$ cat src/rtl/ps2_pkg.sv
// Shared types, constants and helpers for the PS/2 receive path.
package ps2_pkg;

  typedef enum logic [1:0] {
    IDLE   = 2'd0,
    DATA   = 2'd1,
    PARITY = 2'd2,
    STOP   = 2'd3
  } ps2_state_t;

  localparam int PS2_DATA_BITS  = 8;
  localparam int PS2_FRAME_BITS = 11;

  function automatic int timeout_cycles(input int clk_hz, input int us);
    return (clk_hz / 1_000_000) * us;
  endfunction

  // Odd parity: data bits plus parity bit must carry an odd number of ones.
  function automatic logic odd_parity_ok(input logic [7:0] data, input logic par);
    return ^{data, par};
  endfunction

endpackage

$ cat src/rtl/ps2_input_filter.sv
// Synchroniser plus stability filter for one PS/2 line; idles high.
module ps2_input_filter #(
  parameter int SYNC_STAGES = 2,
  parameter int FILTER_LEN  = 4
) (
  input  logic clk,
  input  logic rst,
  input  logic din,
  output logic dout
);

  localparam int CW = (FILTER_LEN > 1) ? $clog2(FILTER_LEN) : 1;

  logic [SYNC_STAGES-1:0] sync_r;
  logic [CW-1:0]          stable_cnt_r;
  logic                   synced_s;

  assign synced_s = sync_r[SYNC_STAGES-1];

  // Synchroniser chain, reset to the idle-high line level.
  always_ff @(posedge clk or posedge rst) begin
    if (rst) begin
      sync_r <= '1;
    end else begin
      sync_r <= {sync_r[SYNC_STAGES-2:0], din};
    end
  end

  // Filtered value follows only after FILTER_LEN consecutive differing cycles.
  always_ff @(posedge clk or posedge rst) begin
    if (rst) begin
      dout         <= 1'b1;
      stable_cnt_r <= '0;
    end else if (synced_s == dout) begin
      stable_cnt_r <= '0;
    end else if (stable_cnt_r == CW'(FILTER_LEN - 1)) begin
      dout         <= synced_s;
      stable_cnt_r <= '0;
    end else begin
      stable_cnt_r <= stable_cnt_r + 1'b1;
    end
  end

endmodule

$ cat src/rtl/ps2_rx_fifo.sv
// PS/2 device-to-host frame receiver with watchdog, error pulses and a
// valid/ready scancode FIFO.
module ps2_rx_fifo
  import ps2_pkg::*;
#(
  parameter int CLK_HZ      = 16_000_000,
  parameter int FIFO_DEPTH  = 8,
  parameter int FILTER_LEN  = 4,
  parameter int TIMEOUT_US  = 200,
  parameter int SYNC_STAGES = 2
) (
  input  logic                        clk,
  input  logic                        rst,
  input  logic                        ps2_clk,
  input  logic                        ps2_data,
  output logic [7:0]                  code_data,
  output logic                        code_valid,
  input  logic                        code_ready,
  output logic [$clog2(FIFO_DEPTH):0] fifo_count,
  output logic [7:0]                  last_code,
  output logic                        parity_err,
  output logic                        frame_err,
  output logic                        overflow,
  input  logic                        clear_overflow
);

  localparam int TIMEOUT_CYCLES = timeout_cycles(CLK_HZ, TIMEOUT_US);
  localparam int TW = $clog2(TIMEOUT_CYCLES + 1);
  localparam int AW = $clog2(FIFO_DEPTH);

  logic clk_filt, data_filt, clk_prev_r, fall_edge_s;

  ps2_input_filter #(.SYNC_STAGES(SYNC_STAGES), .FILTER_LEN(FILTER_LEN)) u_clk_filter (
    .clk(clk), .rst(rst), .din(ps2_clk), .dout(clk_filt)
  );

  ps2_input_filter #(.SYNC_STAGES(SYNC_STAGES), .FILTER_LEN(FILTER_LEN)) u_data_filter (
    .clk(clk), .rst(rst), .din(ps2_data), .dout(data_filt)
  );

  // Previous filtered clock level for falling-edge detection.
  always_ff @(posedge clk or posedge rst) begin
    if (rst) begin
      clk_prev_r <= 1'b1;
    end else begin
      clk_prev_r <= clk_filt;
    end
  end

  assign fall_edge_s = clk_prev_r & ~clk_filt;

  ps2_state_t    state_r, state_s;
  logic [2:0]    bit_idx_r, bit_idx_s;
  logic [7:0]    shift_r, shift_s;
  logic          par_r, par_s;
  logic [TW-1:0] timer_r, timer_s;
  logic          push_s, perr_s, ferr_s, par_ok_s;

  assign par_ok_s = odd_parity_ok(shift_r, par_r);

  // Frame FSM state, watchdog and registered error pulses.
  always_ff @(posedge clk or posedge rst) begin
    if (rst) begin
      state_r    <= IDLE;
      bit_idx_r  <= 3'd0;
      shift_r    <= 8'h00;
      par_r      <= 1'b0;
      timer_r    <= '0;
      parity_err <= 1'b0;
      frame_err  <= 1'b0;
    end else begin
      state_r    <= state_s;
      bit_idx_r  <= bit_idx_s;
      shift_r    <= shift_s;
      par_r      <= par_s;
      timer_r    <= timer_s;
      parity_err <= perr_s;
      frame_err  <= ferr_s;
    end
  end

  // Next-state logic; the watchdog abort takes priority over a coincident edge.
  always_comb begin
    state_s   = state_r;
    bit_idx_s = bit_idx_r;
    shift_s   = shift_r;
    par_s     = par_r;
    timer_s   = '0;
    push_s    = 1'b0;
    perr_s    = 1'b0;
    ferr_s    = 1'b0;
    if ((state_r != IDLE) && (timer_r == TW'(TIMEOUT_CYCLES))) begin
      state_s = IDLE;
      ferr_s  = 1'b1;
    end else if (fall_edge_s) begin
      case (state_r)
        IDLE: begin
          if (data_filt == 1'b0) begin
            state_s   = DATA;
            bit_idx_s = 3'd0;
          end else begin
            ferr_s = 1'b1;
          end
        end
        DATA: begin
          shift_s   = {data_filt, shift_r[7:1]};
          bit_idx_s = bit_idx_r + 3'd1;
          if (bit_idx_r == 3'(PS2_DATA_BITS - 1)) begin
            state_s = PARITY;
          end else begin
            state_s = DATA;
          end
        end
        PARITY: begin
          par_s   = data_filt;
          state_s = STOP;
        end
        STOP: begin
          state_s = IDLE;
          perr_s  = ~par_ok_s;
          ferr_s  = ~data_filt;
          push_s  = par_ok_s & data_filt;
        end
        default: state_s = IDLE;
      endcase
    end else if (state_r != IDLE) begin
      timer_s = timer_r + 1'b1;
    end else begin
      timer_s = '0;
    end
  end

  logic [7:0]    mem_r [FIFO_DEPTH];
  logic [AW-1:0] wr_ptr_r, rd_ptr_r;
  logic [AW:0]   count_r;
  logic          pop_s, full_s, write_s, ovf_set_s;

  assign code_valid = (count_r != '0);
  assign code_data  = mem_r[rd_ptr_r];
  assign fifo_count = count_r;
  assign pop_s      = code_valid & code_ready;
  assign full_s     = (count_r == (AW + 1)'(FIFO_DEPTH));
  // A pop on the same cycle frees the slot, so a push into a full FIFO still lands.
  assign write_s    = push_s & (~full_s | pop_s);
  assign ovf_set_s  = push_s & full_s & ~pop_s;

  // FIFO storage, pointers, occupancy, last code and sticky overflow.
  always_ff @(posedge clk or posedge rst) begin
    if (rst) begin
      for (int i = 0; i < FIFO_DEPTH; i++) begin
        mem_r[i] <= 8'h00;
      end
      wr_ptr_r  <= '0;
      rd_ptr_r  <= '0;
      count_r   <= '0;
      last_code <= 8'h00;
      overflow  <= 1'b0;
    end else begin
      if (write_s) begin
        mem_r[wr_ptr_r] <= shift_r;
        wr_ptr_r        <= wr_ptr_r + 1'b1;
      end
      if (pop_s) begin
        rd_ptr_r <= rd_ptr_r + 1'b1;
      end
      case ({write_s, pop_s})
        2'b10:   count_r <= count_r + 1'b1;
        2'b01:   count_r <= count_r - 1'b1;
        default: count_r <= count_r;
      endcase
      if (push_s) begin
        last_code <= shift_r;
      end
      if (ovf_set_s) begin
        overflow <= 1'b1;
      end else if (clear_overflow) begin
        overflow <= 1'b0;
      end
    end
  end

endmodule

$ cat config.mk
export PLATFORM = sky130hd
export DESIGN_NAME = ps2_rx_fifo
export DESIGN_NICKNAME = d
export VERILOG_FILES = /design/src/rtl/ps2_pkg.sv /design/src/rtl/ps2_input_filter.sv /design/src/rtl/ps2_rx_fifo.sv
export SDC_FILE = /design/constraint.sdc
export NUM_CORES = 1
export LEC_CHECK = 0
export BUFFER_PORTS_ARGS = -buffer_cell sky130_fd_sc_hd__buf_2
export CAP_MARGIN = 20
export CORE_ASPECT_RATIO = 0.9
export CORE_MARGIN = 1.5
export CORE_UTILIZATION = 35
export CTS_CLUSTER_SIZE = 10
export DETAILED_ROUTE_END_ITERATION = 6
export PLACE_DENSITY_LB_ADDON = 0.25
export SETUP_SLACK_MARGIN = 0.15
export SLEW_MARGIN = 0
export SYNTH_ARGS = -nofsm -noshare
export SYNTH_HDL_FRONTEND = slang
export SYNTH_SLANG_ARGS = --single-unit
$ cat constraint.sdc
create_clock -name clk -period 7.55 [get_ports clk]
set_input_delay 1.8875 -clock clk [delete_from_list [all_inputs] [get_ports clk]]
set_output_delay 1.8875 -clock clk [all_outputs]
set_load 0.005 [all_outputs]
**Word level (Yosys, flattened, before mapping)**

Index checks and enable logic that the tools add are counted.

- Output and inout port bits: 24
- Register bits: 122
- Bits of input ports: 6
- Logic and storage cells: 118

- Equal/unequal tests: 14
- Add/sub/neg operators: 8
- Magnitude comparators: 3
- Reduce and logical (&&, ||, !) cells: 16
- Bitwise logic cells: 17
- Multiplexer cells: 33

Operators by type and width:

| operator | count |
|---|---|
| $bwmux 64 | 1 |
| $mux 12 | 3 |
| $bmux 8 s3 | 1 |
| $demux 8 s3 | 1 |
| $mux 8 | 3 |
| $mux 2 | 8 |
| $add 12x1->12 const B | 1 |
| $eq 12x12->1 const B | 1 |
| $mux 1 | 11 |
| $eq 2x2->1 const B | 5 |
| $reduce_bool 2->1 | 5 |
| $add 3x1->3 const B | 3 |
| $reduce_xor 9->1 | 1 |
| $ge 4x4->1 const B | 2 |
| $not 1->1 | 8 |
| $not 3->4 | 2 |
| $pmux 2 s4 | 1 |
| $pmux 4 s2 | 1 |
| $and 1x1->1 | 6 |
| $pmux 3 s2 | 1 |
| $reduce_and 2->1 | 3 |
| $reduce_and 3->1 | 2 |
| $add 2x1->2 const B | 2 |
| $add 4x1->4 const B | 1 |
| other kinds (15) | 18 |

**Longest topological paths before layout**

- Word-level depth: 8
- Depth in mapped cells: 13
- Depth with buffers taken out: 13

**Cells and area by module**

From an unflattened synthesis, not the netlist that was laid out.

- Cell total of the unflattened synthesis: 442
- Area, all modules: 5786.8 um^2

Modules (own cells, without submodules):

| module | instances | area each (um^2) | cells an instance | sequential area each (um^2) |
|---|---|---|---|---|
| ps2_rx_fifo | 1 | 5424.0 | 420 | 2803.9 |
| ps2_input_filter | 2 | 181.4 | 11 | 128.9 |

**Worst setup path after synthesis**

OpenSTA, ideal clock, no wires.

- Path type: input-to-reg
- Start point: input code_ready
- End point: register count_r[2], in the netlist fifo_count[2]
- Slack: 3541 ps
- Arrival time: 3881 ps
- Stages: 11
- Buffers on the path: 0
- Setup time: 127 ps
- Required time: 7423 ps
- Cell sequence: nand2b_1 > nor4_1 > nor4_2 > nand2_1 > ha_1 > xor2_1 > ha_1 > a21oi_1 > xor2_1 > nor2_1 > xor2_1

- Word-level cells in the longest chain between the ends: 5
- Elaborated cells on any way between the ends: 7
- Classes of those cells: 2 x eq/ne; 1 x mux; 3 x bitwise; 1 x reduce/logical

RTL lines:

| item | RTL line | source |
|---|---|---|
| from (decl) | ps2_rx_fifo.sv:18 | `input logic code_ready,` |
| $and 1x1->1 (*) | ps2_rx_fifo.sv:141 | `assign pop_s = code_valid & code_ready;` |
| $or 1x1->1 | ps2_rx_fifo.sv:144 | `assign write_s = push_s & (~full_s \| pop_s);` |
| $and 1x1->1 | ps2_rx_fifo.sv:144 |  |
| $eq 2x1->1 or $eq 2x2->1 (tied branches) | ps2_rx_fifo.sv:166 | `case ({write_s, pop_s})` |
| $pmux 4 s2 or $reduce_bool 2->1 (tied branches) | n/a |  |
| to (signal assigned) | ps2_rx_fifo.sv:167 | `2'b10: count_r <= count_r + 1'b1;` |
| to (signal assigned) | ps2_rx_fifo.sv:168 | `2'b01: count_r <= count_r - 1'b1;` |
| to (signal assigned) | ps2_rx_fifo.sv:169 | `default: count_r <= count_r;` |
| to (decl) | ps2_rx_fifo.sv:135 | `logic [AW:0] count_r;` |

Mark *: on every way between the ends. The rest lies on a longest branch, timed or not.
A chain may end at the register's enable or synchronous reset.

**Worst setup path in the final report**

- Start point: register rd_ptr_r[1]
- End point: output code_data[6]

- Word-level cells in the longest chain between the ends: 4

RTL lines:

| item | RTL line | source |
|---|---|---|
| from (decl) | ps2_rx_fifo.sv:134 | `logic [AW-1:0] wr_ptr_r, rd_ptr_r;` |
| from (signal assigned) | ps2_rx_fifo.sv:164 | `rd_ptr_r <= rd_ptr_r + 1'b1;` |
| $not 3->4 (implied by the code) | ps2_rx_fifo.sv:139 | `assign code_data = mem_r[rd_ptr_r];` |
| $bmux 8 s3 | ps2_rx_fifo.sv:139 |  |
| $mux 8 (implied by the code) (2 in a row) | ps2_rx_fifo.sv:139 |  |
| to (decl) | ps2_rx_fifo.sv:16 | `output logic [7:0] code_data,` |

No other way between the ends. The select of a mux whose other input is x is not followed.

==> results.md <==
- Core ar.: 0.01544 mm^2
- Cts bufs inserted: 17
- Antenna Nets Post-Route: 0
- Pleak: around 3.1 nW
- Post-synthesis mux area share: 23.97%
- Via Count: about 3200
- IO buf count: 29
- Drt first pass iters: 4
- Most frequent cells in the layout: 115 x dfrtp_1, 83 x mux2_2, 36 x nand2_1
- Critical path type: register to primary output
- Final TNS setup: 0 ps
- Initial DRC Count: 145
- # fillers: around 1400
- Fin nets: 456
- Type of the tightest min-delay check: register to register
- Syn Area/Cell: 13.49 um^2
- Num rows: 43
- Synthesized cell area: 0.005543 mm^2
- Drt via density: 4.983
- Largest family of logic cells by synthesized area: multiplexers
- Largest net degree at the start of global routing: 75
- Peak VDD IR: 0.2003 mV
- Yosys reg bits: 122
- Final cell count without fillers: 650
- Syn_nets: 428
- Arr. time, crit path: 2440 ps
- H-tree levels: 4
- Post-cts sizing count: 0
- Grt ovf: 0
- Period minus WS final: 4324 ps
- GRT Util Overall: 14.65%
- Worst path required time: about 5700 ps
- Antenna Cells: 0
- Layout cell share with drive strength beyond 1: between 30% and 40%
- Worst-skew pair later-pin latency: 410 ps
- Vias in the first global route: around 3400
- Syn. warnings: 0
- DRC Markers: 0
- Final hold violation count: 0
- Crit path capture type: primary output
- Per-cell routed wire length: 16.80 um
- RSZ-0062 raised after global routing: no
- Seq/Total Area, Yosys: 55.24%
- Max Cap Viol: 0
- # Post-CTS Setup Buffers: 0
- Post-Synth Simple-Gate Area: 10.09%
- PwrDens: about 330 mW/mm^2
- Worst Clk Skew: approximately 15 ps
- Full die area: 0.01660 mm^2
- CTS hold repair buffers: 0
- Routability cong.: around 0.76
- Final period utilization: 57.27%
- Layout area overhead: 16.05%
- Maximum clock frequency: 231.3 MHz
- Critical path peak fanout: 18
- Chip width: 135.7 um
- Worst-Margin Slew: 982.8 ps
- Placed insts: around 620
- Most common cell after layout, fill and taps aside: dfrtp_1
- Synthesized-area fraction occupied by adder cells: 2.483%
- Max Root-Sink Buffers: 2
- Worst-path clk slew: 50 ps
- Dpl hpwl: 6954 um
- Pins Over Slew Limit: 0
- Synth Area in Compound Gates: 1.445%
- Final setup fails: 0
- Die Y: 122.4 um
- CP startpoint kind: register
- TritonCTS clock tree: yes
- First-pass GRT wire length: 18090 um
- Clock root cell: clkbuf_16
- Rel. slew slack: between 30% and 40%
- Syn Inst Count: 411
- Final wirelength: 10920 um
- Sink Count: 122
- Synth cell types: 38
- Starting Density: between 30% and 40%
- Status: finished clean
- Initial antenna violation count: 0
- Num ports: 30
- Synth Area in XOR/XNOR: 4.673%
[per-stage QoR]
step	area, um^2	power, mW	worst slack (ps)	hold slack [ps]	util (%)
4_1_cts	6427	2.124	3161	354.5	41.63
5_1_grt	6432	2.229	3106	356.7	41.66
3_5_place_dp	5892	1.372	3162	347.5	38.16
2_1_floorplan	5543	1.234	2432	345.2	-
6_report	6432	2.097	3226	354.2	41.66
3_3_place_gp	5857	1.335	3262	345.6	37.93
[synthesized netlist by cell type]
cell | count | area [um^2]
nand3_1 | 7 | 35.03
nor4_2 | 1 | 12.51
or4b_1 | 1 | 10.01
dfstp_2 | 7 | 183.9
and2_1 | 2 | 12.51
xor2_1 | 10 | 87.58
a22o_1 | 3 | 26.28
nor4b_2 | 1 | 15.01
nor3_1 | 6 | 30.03
nand3b_1 | 2 | 15.01
nand4b_1 | 1 | 8.760
or3_1 | 2 | 12.51
mux2_2 | 83 | 934.7
nand2_1 | 36 | 135.1
buf_2 | 3 | 15.01
xnor3_1 | 1 | 22.52
nor4_4 | 1 | 21.27
dfrtp_1 | 115 | 2878
xnor2_1 | 17 | 148.9
nand2b_1 | 4 | 25.02
nor2b_1 | 6 | 37.54
o22ai_1 | 1 | 6.260
nor2_1 | 19 | 71.32
a21o_1 | 1 | 7.510
inv_1 | 6 | 22.52
and4b_1 | 3 | 30.03
nor4_1 | 1 | 6.260
or4_1 | 3 | 22.52
clkbuf_1 | 19 | 71.32
o21ai_0 | 4 | 20.02
and3_1 | 3 | 18.77
nand4_1 | 4 | 25.02
buf_1 | 2 | 7.510
mux4_2 | 16 | 360.4
mux2_1 | 3 | 33.78
nor3b_1 | 2 | 15.01
a21oi_1 | 4 | 20.02
ha_1 | 11 | 137.6
[flip-flops by register name, indices dropped and copies added, names as in the netlist, 2 cells and up]
register                    cells
shift_r                         8
u_clk_filter.stable_cnt_r       2
state_r                         2
bit_idx_r                       3
u_data_filter.stable_cnt_r      2
wr_ptr_r                        3
rd_ptr_r                        3
u_clk_filter.sync_r             2
timer_r                        12
fifo_count                      4
last_code                       8
u_data_filter.sync_r            2
mem_r                          64
[layout make-up]
type                    instances  area, um^2  share of cell area (%)
inverters                       6       25.02                  0.3890
clock buffers                  25       495.5                   7.703
repair buffers                 33       192.7                   2.996
clock inverters                 3       40.04                  0.6224
multi-input cells             259        2365                   36.76
flip-flops and latches        122        3062                   47.60
well taps                     202       252.7                   3.929
[power breakdown]
part | switching (mW) | internal, mW
combinational | 0.232 | 0.217
sequential | 0.169 | 0.738
clock | 0.262 | 0.478
[cells by family after synthesis]
family / after synthesis
mux: 102
simple gates: 105
fa+ha+maj: 11
flops: 122
xor+xnor: 28
buf+inv: 30
compound gates: 13
[per-layer routing]
layer / GRT usage (%) / up-vias / wire, um
li1: - / 1501 / -
met1: 20.72 / 1677 / 5493
met2: 21.29 / 46 / 4928
met3: 3.676 / 15 / 315
met4: 6.384 / 0 / 184
met5: 0 / - / 0
[worst max-delay path, stage by stage (launching register included)]
cell	delay (ps)
dfrtp_1	980
mux4_2	620
mux2_2	280
buf_2	130
[worst paths after layout]
| path | start | endpoint | slack, ps | cells after the start |
|---|---|---|---|---|
| max | rd_ptr_r[1]$_DFFE_PP0P_ | code_data[6] | 3230 | 3 |
| min | u_clk_filter.sync_r[0]$_DFF_PP1_ | u_clk_filter.sync_r[1]$_DFF_PP1_ | 350 | 0 |
| max reg2reg | shift_r[3]$_DFFE_PP0P_ | fifo_count[2]$_DFFE_PP0P_ | 4060 | 11 |
| min reg2reg | u_clk_filter.sync_r[0]$_DFF_PP1_ | u_clk_filter.sync_r[1]$_DFF_PP1_ | 350 | 0 |
| max in group asynchronous | rst | mem_r[36]$_DFFE_PP0P_ | 4640 | 3 |
| min in group asynchronous | rst | timer_r[0]$_DFF_PP0_ | 1570 | 2 |
(Power assumes the default switching activity.)
